File: src/rtl/nav_pkg.sv
// Shared types and constants for the navigate motion executor.
// Holds the state encoding, the default speed limits and the ramp-step selector.
package nav_pkg;

  typedef enum logic [2:0] {
    IDLE     = 3'd0,
    HDNG     = 3'd1,
    MOVE     = 3'd2,
    DEC_NORM = 3'd3,
    DEC_FAST = 3'd4
  } nav_state_t;

  localparam logic [10:0] MAX_FRWRD_DEF = 11'h2A0;
  localparam logic [10:0] MIN_FRWRD_DEF = 11'h0D0;

  // Short simulations use a coarse step so a full ramp takes tens of ticks.
  function automatic logic [10:0] frwrd_inc(input logic fast_sim);
    logic [10:0] step;
    if (fast_sim) begin
      step = 11'h018;
    end else begin
      step = 11'h002;
    end
    return step;
  endfunction

endpackage

File: src/rtl/navigate_if.sv
// Command/status bundle between the maze solver, the sensors and navigate.
// The master side issues commands and sensor flags; the slave side is navigate.
interface navigate_if;
  import nav_pkg::*;

  logic        strt_hdng;
  logic        strt_mv;
  logic        stp_lft;
  logic        stp_rght;
  logic        hdng_rdy;
  logic        at_hdng;
  logic        lft_opn;
  logic        rght_opn;
  logic        frwrd_opn;
  logic        mv_cmplt;
  logic        moving;
  logic        en_fusion;
  logic [10:0] frwrd_spd;

  modport master (
    output strt_hdng, strt_mv, stp_lft, stp_rght, hdng_rdy,
           at_hdng, lft_opn, rght_opn, frwrd_opn,
    input  mv_cmplt, moving, en_fusion, frwrd_spd
  );

  modport slave (
    input  strt_hdng, strt_mv, stp_lft, stp_rght, hdng_rdy,
           at_hdng, lft_opn, rght_opn, frwrd_opn,
    output mv_cmplt, moving, en_fusion, frwrd_spd
  );

endinterface

File: src/rtl/nav_spd_ramp.sv
// Forward-speed setpoint register: loads the start speed, clears, and on each
// heading tick ramps up to the ceiling or down to zero without wrapping.
module nav_spd_ramp
  import nav_pkg::*;
#(
  parameter bit          FAST_SIM  = 1'b1,
  parameter logic [10:0] MAX_FRWRD = MAX_FRWRD_DEF,
  parameter logic [10:0] MIN_FRWRD = MIN_FRWRD_DEF
) (
  input  logic        clk,
  input  logic        rst,
  input  logic        load_min,
  input  logic        clr,
  input  logic        inc,
  input  logic        dec_norm,
  input  logic        dec_fast,
  input  logic        hdng_rdy,
  output logic [10:0] frwrd_spd
);

  localparam logic [10:0] INC_STEP  = frwrd_inc(FAST_SIM);
  localparam logic [10:0] NORM_STEP = INC_STEP << 1;
  localparam logic [10:0] FAST_STEP = INC_STEP << 2;

  function automatic logic [10:0] sat_sub(input logic [10:0] spd, input logic [10:0] step);
    logic [10:0] res;
    if (spd > step) begin
      res = spd - step;
    end else begin
      res = 11'd0;
    end
    return res;
  endfunction

  logic [11:0] sum_s;
  logic [10:0] spd_r;

  // Twelve-bit sum so the ceiling compare can never see a wrapped value.
  always_comb begin
    sum_s = {1'b0, spd_r} + {1'b0, INC_STEP};
  end

  // Speed register; a move start outranks a clear so IDLE can load directly.
  always_ff @(posedge clk) begin
    if (rst) begin
      spd_r <= 11'd0;
    end else if (load_min) begin
      spd_r <= MIN_FRWRD;
    end else if (clr) begin
      spd_r <= 11'd0;
    end else if (hdng_rdy) begin
      if (dec_fast) begin
        spd_r <= sat_sub(spd_r, FAST_STEP);
      end else if (dec_norm) begin
        spd_r <= sat_sub(spd_r, NORM_STEP);
      end else if (inc) begin
        spd_r <= (sum_s > {1'b0, MAX_FRWRD}) ? MAX_FRWRD : sum_s[10:0];
      end else begin
        spd_r <= spd_r;
      end
    end else begin
      spd_r <= spd_r;
    end
  end

  assign frwrd_spd = spd_r;

endmodule

File: src/rtl/navigate.sv
// Motion executor below the maze solver: runs heading changes and forward
// moves, ramps the speed setpoint and reports completion with a one-cycle pulse.
module navigate
  import nav_pkg::*;
#(
  parameter bit          FAST_SIM  = 1'b1,
  parameter logic [10:0] MAX_FRWRD = MAX_FRWRD_DEF,
  parameter logic [10:0] MIN_FRWRD = MIN_FRWRD_DEF
) (
  input  logic       clk,
  input  logic       rst,
  navigate_if.slave  nav
);

  nav_state_t  state_r;
  nav_state_t  state_nxt_s;
  logic        mv_cmplt_r;
  logic        mv_cmplt_nxt_s;
  logic        lft_prev_r;
  logic        rght_prev_r;
  logic        lft_rise_s;
  logic        rght_rise_s;
  logic        load_min_s;
  logic        clr_s;
  logic        inc_s;
  logic        dec_norm_s;
  logic        dec_fast_s;
  logic        moving_s;
  logic [10:0] spd_s;

  nav_spd_ramp #(
    .FAST_SIM  (FAST_SIM),
    .MAX_FRWRD (MAX_FRWRD),
    .MIN_FRWRD (MIN_FRWRD)
  ) u_ramp (
    .clk       (clk),
    .rst       (rst),
    .load_min  (load_min_s),
    .clr       (clr_s),
    .inc       (inc_s),
    .dec_norm  (dec_norm_s),
    .dec_fast  (dec_fast_s),
    .hdng_rdy  (nav.hdng_rdy),
    .frwrd_spd (spd_s)
  );

  // Opening edge detectors and the registered completion pulse.
  always_ff @(posedge clk) begin
    if (rst) begin
      lft_prev_r  <= 1'b0;
      rght_prev_r <= 1'b0;
      mv_cmplt_r  <= 1'b0;
      state_r     <= IDLE;
    end else begin
      lft_prev_r  <= nav.lft_opn;
      rght_prev_r <= nav.rght_opn;
      mv_cmplt_r  <= mv_cmplt_nxt_s;
      state_r     <= state_nxt_s;
    end
  end

  assign lft_rise_s  = nav.lft_opn & ~lft_prev_r;
  assign rght_rise_s = nav.rght_opn & ~rght_prev_r;

  // Next-state and ramp controls; a wall ahead always beats an opening stop.
  always_comb begin
    state_nxt_s    = state_r;
    mv_cmplt_nxt_s = 1'b0;
    load_min_s     = 1'b0;
    clr_s          = 1'b0;
    inc_s          = 1'b0;
    dec_norm_s     = 1'b0;
    dec_fast_s     = 1'b0;
    case (state_r)
      IDLE: begin
        if (nav.strt_hdng) begin
          state_nxt_s = HDNG;
          clr_s       = 1'b1;
        end else if (nav.strt_mv) begin
          state_nxt_s = MOVE;
          load_min_s  = 1'b1;
        end else begin
          clr_s       = 1'b1;
        end
      end
      HDNG: begin
        clr_s = 1'b1;
        if (nav.at_hdng) begin
          state_nxt_s    = IDLE;
          mv_cmplt_nxt_s = 1'b1;
        end else begin
          state_nxt_s    = HDNG;
        end
      end
      MOVE: begin
        inc_s = 1'b1;
        if (!nav.frwrd_opn) begin
          state_nxt_s = DEC_FAST;
        end else if ((nav.stp_lft & lft_rise_s) | (nav.stp_rght & rght_rise_s)) begin
          state_nxt_s = DEC_NORM;
        end else begin
          state_nxt_s = MOVE;
        end
      end
      DEC_NORM: begin
        dec_norm_s = 1'b1;
        if (spd_s == 11'd0) begin
          state_nxt_s    = IDLE;
          mv_cmplt_nxt_s = 1'b1;
        end else if (!nav.frwrd_opn) begin
          state_nxt_s    = DEC_FAST;
        end else begin
          state_nxt_s    = DEC_NORM;
        end
      end
      DEC_FAST: begin
        dec_fast_s = 1'b1;
        if (spd_s == 11'd0) begin
          state_nxt_s    = IDLE;
          mv_cmplt_nxt_s = 1'b1;
        end else begin
          state_nxt_s    = DEC_FAST;
        end
      end
      default: begin
        state_nxt_s = IDLE;
        clr_s       = 1'b1;
      end
    endcase
  end

  assign moving_s      = (state_r != IDLE);
  assign nav.moving    = moving_s;
  assign nav.en_fusion = moving_s & (spd_s > (MAX_FRWRD >> 1));
  assign nav.mv_cmplt  = mv_cmplt_r;
  assign nav.frwrd_spd = spd_s;

endmodule
File: src/flat_wrapper.sv
// flat-port wrapper written by rule: the top's interface ports become plain ports
module navigate_flat import nav_pkg::*;
#(
  parameter bit          FAST_SIM  = 1'b1,
  parameter logic [10:0] MAX_FRWRD = MAX_FRWRD_DEF,
  parameter logic [10:0] MIN_FRWRD = MIN_FRWRD_DEF
)
  (clk, rst, nav_strt_hdng, nav_strt_mv, nav_stp_lft, nav_stp_rght, nav_hdng_rdy, nav_at_hdng, nav_lft_opn, nav_rght_opn, nav_frwrd_opn, nav_mv_cmplt, nav_moving, nav_en_fusion, nav_frwrd_spd);
  navigate_if nav_i ();
  input  logic clk;
  input  logic rst;
  input wire logic [$bits(nav_i.strt_hdng)-1:0] nav_strt_hdng;
  input wire logic [$bits(nav_i.strt_mv)-1:0] nav_strt_mv;
  input wire logic [$bits(nav_i.stp_lft)-1:0] nav_stp_lft;
  input wire logic [$bits(nav_i.stp_rght)-1:0] nav_stp_rght;
  input wire logic [$bits(nav_i.hdng_rdy)-1:0] nav_hdng_rdy;
  input wire logic [$bits(nav_i.at_hdng)-1:0] nav_at_hdng;
  input wire logic [$bits(nav_i.lft_opn)-1:0] nav_lft_opn;
  input wire logic [$bits(nav_i.rght_opn)-1:0] nav_rght_opn;
  input wire logic [$bits(nav_i.frwrd_opn)-1:0] nav_frwrd_opn;
  output wire logic [$bits(nav_i.mv_cmplt)-1:0] nav_mv_cmplt;
  output wire logic [$bits(nav_i.moving)-1:0] nav_moving;
  output wire logic [$bits(nav_i.en_fusion)-1:0] nav_en_fusion;
  output wire logic [$bits(nav_i.frwrd_spd)-1:0] nav_frwrd_spd;
  assign nav_i.strt_hdng = nav_strt_hdng;
  assign nav_i.strt_mv = nav_strt_mv;
  assign nav_i.stp_lft = nav_stp_lft;
  assign nav_i.stp_rght = nav_stp_rght;
  assign nav_i.hdng_rdy = nav_hdng_rdy;
  assign nav_i.at_hdng = nav_at_hdng;
  assign nav_i.lft_opn = nav_lft_opn;
  assign nav_i.rght_opn = nav_rght_opn;
  assign nav_i.frwrd_opn = nav_frwrd_opn;
  assign nav_mv_cmplt = nav_i.mv_cmplt;
  assign nav_moving = nav_i.moving;
  assign nav_en_fusion = nav_i.en_fusion;
  assign nav_frwrd_spd = nav_i.frwrd_spd;
  navigate #(.FAST_SIM(FAST_SIM), .MAX_FRWRD(MAX_FRWRD), .MIN_FRWRD(MIN_FRWRD)) u_core (.clk(clk), .rst(rst), .nav(nav_i));
endmodule
File: config.mk
export PLATFORM = sky130hd
export DESIGN_NAME = navigate_flat
export DESIGN_NICKNAME = d
export VERILOG_FILES = /design/src/rtl/nav_pkg.sv /design/src/rtl/navigate_if.sv /design/src/rtl/nav_spd_ramp.sv /design/src/rtl/navigate.sv /design/src/flat_wrapper.sv
export SDC_FILE = /design/constraint.sdc
export NUM_CORES = 1
export LEC_CHECK = 0
export ABC_AREA = 1
export BUFFER_PORTS_ARGS = -buffer_cell sky130_fd_sc_hd__buf_2
export CAP_MARGIN = 0
export CORE_ASPECT_RATIO = 1.75
export CORE_MARGIN = 2
export CORE_UTILIZATION = 56
export DETAILED_ROUTE_END_ITERATION = 7
export PLACE_DENSITY_LB_ADDON = 0.2
export SLEW_MARGIN = 20
export SYNTH_ARGS = -nofsm -noshare
export SYNTH_HDL_FRONTEND = slang
export SYNTH_SLANG_ARGS = --single-unit
export TNS_END_PERCENT = 100
File: constraint.sdc
create_clock -name clk -period 1.8 [get_ports clk]
set_input_delay 0.36 -clock clk [delete_from_list [all_inputs] [get_ports clk]]
set_output_delay 0.36 -clock clk [all_outputs]
set_load 0.05 [all_outputs]
## Yosys cells after proc, flatten, opt, wreduce, memory -nomap -nowiden

Index checks and enable logic that the tools add are counted.

- Add/sub/neg operators: 3
- $lt $le $gt $ge: 4
- Eq/ne operators: 5
- Muxes and demuxes: 30
- Bitwise operators: 8
- Reduce and logical (&&, ||, !) cells: 11

Operators with widths:

| cell | count |
|---|---|
| 11-bit 2-to-1 mux | 6 |
| 8-bit 2-to-1 mux | 3 |
| 3-bit 2-to-1 mux | 6 |
| 3-bit case mux with 5 select lines | 1 |
| 11-bit by 5-bit adder with 12-bit output (second input constant) | 1 |
| 12-bit by 10-bit > comparator with 1-bit output (second input constant) | 1 |
| 1-bit 2-to-1 mux | 12 |
| 11-bit by 6-bit > comparator with 1-bit output (second input constant) | 1 |
| 11-bit by 7-bit > comparator with 1-bit output (second input constant) | 1 |
| 11-bit by 9-bit > comparator with 1-bit output (second input constant) | 1 |
| 11-bit logical NOT | 1 |
| 11-bit by 6-bit subtractor with 11-bit output (second input constant) | 1 |
| 11-bit by 7-bit subtractor with 11-bit output (second input constant) | 1 |
| 3-bit nonzero test | 3 |
| 3-bit by 2-bit == test with 1-bit output (second input constant) | 2 |
| 3-bit OR reduction | 2 |
| 1-bit bitwise AND | 5 |
| 5-bit nonzero test | 1 |
| 1-bit case mux with 2 select lines | 2 |
| 2-bit AND reduction | 2 |
| 3-bit by 1-bit == test with 1-bit output (second input constant) | 1 |
| 3-bit == test (second input constant) | 1 |
| 3-bit logical NOT | 1 |
| 3-bit != test (second input constant) | 1 |
| 3 further kinds | 4 |

- Flip-flop bits (word level): 17
- Bits of input ports: 11
- Output and inout port bits: 14
- Logic and storage cells: 67

## Depth between registers and ports, before layout

- Word-level depth: 9
- Depth in mapped cells: 16
- Gate-level depth less buffers: 16

## Modules after synthesis

Synthesis repeated with hierarchy kept, for this count alone.

- Cell total of the unflattened synthesis: 259
- Area, all modules: 1559.0 um2

Modules (own cells, without submodules):

| module | times used | cells an instance | area each (um2) | sequential area each (um2) |
|---|---|---|---|---|
| nav_spd_ramp | 1 | 178 | 1087.3 | 220.2 |
| navigate | 1 | 81 | 471.7 | 120.1 |

## Worst setup path after synthesis

No wires, ideal clock.

- Path kind: reg-to-output
- From: register u_core.u_ramp.spd_r[6], in the netlist u_core.u_ramp.frwrd_spd[6]
- To: output nav_en_fusion
- Data arrival time: 2.123 ns
- Data required time: 1.440 ns
- Slack: -0.683 ns
- Cell stages (with the launch flop): 6
- Path buffers: 0
- Path through: dfxtp_1 > ha_1 > a21oi_1 > nor2_1 > o21ai_0 > a31oi_1

- Cells in the longest elaborated chain, start to end: 2

RTL lines:

| element | RTL line | RTL |
|---|---|---|
| start: declaration | nav_spd_ramp.sv:36 | `logic [10:0] spd_r;` |
| start signal: assignment | nav_spd_ramp.sv:53 | `spd_r <= sat_sub(spd_r, FAST_STEP);` |
| start signal: assignment | nav_spd_ramp.sv:55 | `spd_r <= sat_sub(spd_r, NORM_STEP);` |
| start signal: assignment | nav_spd_ramp.sv:57 | `spd_r <= (sum_s > {1'b0, MAX_FRWRD}) ? MAX_FRWRD : sum_s[10:0];` |
| 11-bit by 9-bit > comparator with 1-bit output | navigate.sv:134 | `assign nav.en_fusion = moving_s & (spd_s > (MAX_FRWRD >> 1));` |
| 1-bit bitwise AND | navigate.sv:134 |  |
| end: declaration | flat_wrapper.sv:23 | `output wire logic [$bits(nav_i.en_fusion)-1:0] nav_en_fusion;` |

No other way between the ends.

## Final worst setup path

- From: register u_core.u_ramp.spd_r[4], in the netlist u_core.u_ramp.frwrd_spd[4]
- To: register u_core.u_ramp.spd_r[4], in the netlist u_core.u_ramp.frwrd_spd[4]

- Cells in the longest elaborated chain, start to end: 9
- Elaborated cells between the ends (all ways): 15
- Those cells by class: add/sub: 3; order compare: 3; mux: 9

RTL lines:

| element | RTL line | RTL |
|---|---|---|
| 11-bit by 5-bit adder with 12-bit output | nav_spd_ramp.sv:40 | `sum_s = {1'b0, spd_r} + {1'b0, INC_STEP};` |
| 12-bit by 10-bit > comparator with 1-bit output | nav_spd_ramp.sv:57 |  |
| 11-bit 2-to-1 mux | nav_spd_ramp.sv:57 |  |
| 11-bit 2-to-1 mux | nav_spd_ramp.sv:56 | `end else if (inc) begin` |
| 11-bit 2-to-1 mux | nav_spd_ramp.sv:54 | `end else if (dec_norm) begin` |
| 11-bit 2-to-1 mux (*) | nav_spd_ramp.sv:52 | `if (dec_fast) begin` |
| 8-bit 2-to-1 mux (*) | nav_spd_ramp.sv:51 | `end else if (hdng_rdy) begin` |
| 8-bit 2-to-1 mux (*) | nav_spd_ramp.sv:49 | `end else if (clr) begin` |
| 8-bit 2-to-1 mux (*) | nav_spd_ramp.sv:47 | `end else if (load_min) begin` |

Every way passes the cells marked *; elsewhere a longest branch is shown, timed or not. The select of a mux whose other input is x is not followed.
A chain may end at the register's enable or synchronous reset.

==> flow_summary.toml <==
[clocking]
holdBufCountCts = 0
clk_pin_slew_ns = 0.06
cts.path.max_buffers = 2
cts_buffers = 3
clock-sinks = 17
tritoncts = "built"
cts_root_buf = "clkbuf_8"
h-tree-depth = 1
insertion_delay_ns = 0.25

[power]
p_leak_nw = 0.984
p_total_mw = 1.15
ir_drop_uv = 646
cellPowerDensity_nw_per_um2 = 589

[sta]
slew_headroom_pct = 78.0
fmax_mhz = 539
timing.hold.ws_ns = 0.321
tightestPinTransition_ns = 0.329
clock_skew_ns = 0.00111
layout_worst_path_cycle_share_pct = 103
maxSlewViolCount = 0
hold_viol_final = 0
post-route-min-period_ns = 1.86
layout_setup_ws_ns = -0.0563
fin_tns_setup_ns = -0.126
rsz0062_at_grt = "yes"
setup_violations = 4

[min_path]
hold_path_startpoint = "nav_lft_opn"
worstHoldPathCells = 3
hold-path-endpoint = "u_core.lft_prev_r"
worstHoldPathType = "in2reg"

[place]
place.gp.congestion = 0.992
dp_cells = 298
portBuffers = 24
pre_cts_ws_ns = 0.0220
place_area_um2 = 1750
hpwl_mm = 3.59

[drt]
vias = 1811
via_per_inst = 5.88
wl_per_cell_um = 15.7
drc_errors = 0
ant_nets = 0
drt-total-wl_mm = 4.84
dr.pass1.iters = 4
drt_iter0_markers = 70

[synthesis]
synth_top_area_cell = "dfxtp_1"
ys_warn_count = 0
synth_most_common_cell = "nand2_1"
synth_cell_types = 30
syn_area_um2 = 1500
ys_async_sr_fraction_pct = 0
synth-main-ff-cell = "dfxtp_1"
synth_mux_area_share_pct = 0
synth_compound_area_share_pct = 17.0
synth-seq-cells = 17
synth_top_family_by_area = "simple AND/OR/NAND/NOR gates"
synthAdderAreaFrac_pct = 7.53
synthTopCellsByArea = "dfxtp_1, nand2_1, inv_1"
synth-edff-count = 0
synthTopCellsByCount = "nand2_1, inv_1, nor2_1"
synth_top_area_share_pct = 22.7
synthesis.nets = 260
yosysSeqAreaShare_pct = 22.7
syn_inst = 240
yosys.area_share.simple_pct = 37.2
avgSynthCellArea_um2 = 6.24
synthXorXnorAreaFrac_pct = 4.10

[outcome]
outcome = "finished with violations"
violations = "setup timing"

[floorplanning]
io_pins = 25
dieArea_um2 = 3120
die_w_um = 43.1
start_util_pct = 59.3
die_y_um = 72.4
core_um2 = 2520
std_cell_rows = 24

[critical_path]
arrival_ns = 2.01
reg2reg_slack_ns = -0.06
r2r-start = "u_core.u_ramp.frwrd_spd[4]"
startpoint_type = "flip-flop"
crit_path_end_kind = "flip-flop"
required_ns = 1.96
critPathKind = "reg2reg"
rr_worst_depth = 14
critPathMaxFanout = 5
worstReg2RegEnd = "u_core.u_ramp.frwrd_spd[4]"

[finish]
final_cells = 308
final_util_pct = 77.5
syn_to_final_growth_pct = 30.7
drive_above_1_share_pct = 35.5
postLayoutCellArea_um2 = 1960
nets = 303
num_antenna_cells = 0

[global_routing]
antenna_found_initial = 0
grt_pass1_vias = 1781
grtUsageTotal_pct = 31.7
grt_max_degree = 11
grt_pass1_wl_mm = 7.47
grt_overflow = 0

[job]
maxCapViolCount = 0
flip-flops by register name (all words and copies together) (netlist names):
register / cells
u_core.lft_prev_r: 1
u_core.nav.mv_cmplt: 1
u_core.rght_prev_r: 1
u_core.state_r: 3
u_core.u_ramp.frwrd_spd: 11
area by class of cell:
| class | count | area (um2) |
|---|---|---|
| Clock buffer | 4 | 45.0 |
| Timing Repair Buffer | 43 | 288 |
| Sequential cell | 17 | 354 |
| Tap cell | 26 | 32.5 |
| Inverter | 38 | 143 |
| Multi-Input combinational cell | 180 | 1090 |
| Fill cell | 201 | 567 |
worst max path at each step:
stage / from / to / slack, ns
2_1_floorplan: u_core.u_ramp.frwrd_spd[3] / u_core.u_ramp.frwrd_spd[7] / 0.02
3_3_place_gp: u_core.u_ramp.frwrd_spd[6] / u_core.u_ramp.frwrd_spd[6] / 0.05
3_5_place_dp: u_core.u_ramp.frwrd_spd[5] / u_core.u_ramp.frwrd_spd[4] / 0.02
4_1_cts: u_core.u_ramp.frwrd_spd[5] / nav_en_fusion / -0.02
5_1_grt: u_core.u_ramp.frwrd_spd[4] / u_core.u_ramp.frwrd_spd[6] / -0.12
6_report: u_core.u_ramp.frwrd_spd[4] / u_core.u_ramp.frwrd_spd[4] / -0.06
logic make-up (layout without fill, tap and decap cells):
logic type	after synthesis	after routing
compound gates	43	43
xor+xnor	7	7
fa+ha+maj	9	9
buf+inv	43	85
flops	17	17
simple gates	121	121
layout by cell type, fill, tap and decap left out, types with 3 or more instances in the layout:
master,count
a21oi_1,12
a21oi_2,4
nor2_2,9
nand2_1,44
nand2_2,10
nor2_4,3
nor2_1,24
inv_2,7
o21ai_2,3
buf_2,23
ha_1,3
xor2_1,6
ha_4,3
buf_6,6
nand4_1,6
inv_1,31
nand3_1,13
a31oi_1,4
o21ai_0,11
dfxtp_1,12
clkbuf_8,3
nor3_1,7
dfxtp_4,3
buf_4,14
ha_2,3
worst max-delay path, cell delays in order, from the launching register on:
cell and delay [ns]:
dfxtp_4 0.38, inv_2 0.07, ha_4 0.27, nand2_1 0.05
inv_1 0.06, nand3_1 0.12, nand2_1 0.11, nand2_1 0.06
nand2_1 0.05, nand2_1 0.06, nand2_2 0.09, nand2_4 0.07
o21ai_2 0.12, nand2_1 0.07, a31oi_1 0.18
per-layer routing:
layer,vias to the layer above,routed length (um),GRT usage (%)
met2,83,2610,56.9
met4,0,310,32.0
met5,-,0,0
li1,858,-,-
met1,843,1730,28.9
met3,27,186,3.23
repair_timing:
action                                  4_1_cts  5_1_grt
endpoints found under the setup margin        1       12
gates resized for setup                      11       23
endpoints found under the hold margin         0        0
pin swaps                                     4       11
setup buffers                                 4        2
report_power, final:
part | switching [mW] | internal (mW) | total [mW]
clock | 0.126 | 0.157 | 0.283
sequential | 0.0236 | 0.394 | 0.418
combinational | 0.296 | 0.154 | 0.450
(Power assumes the default switching activity.)
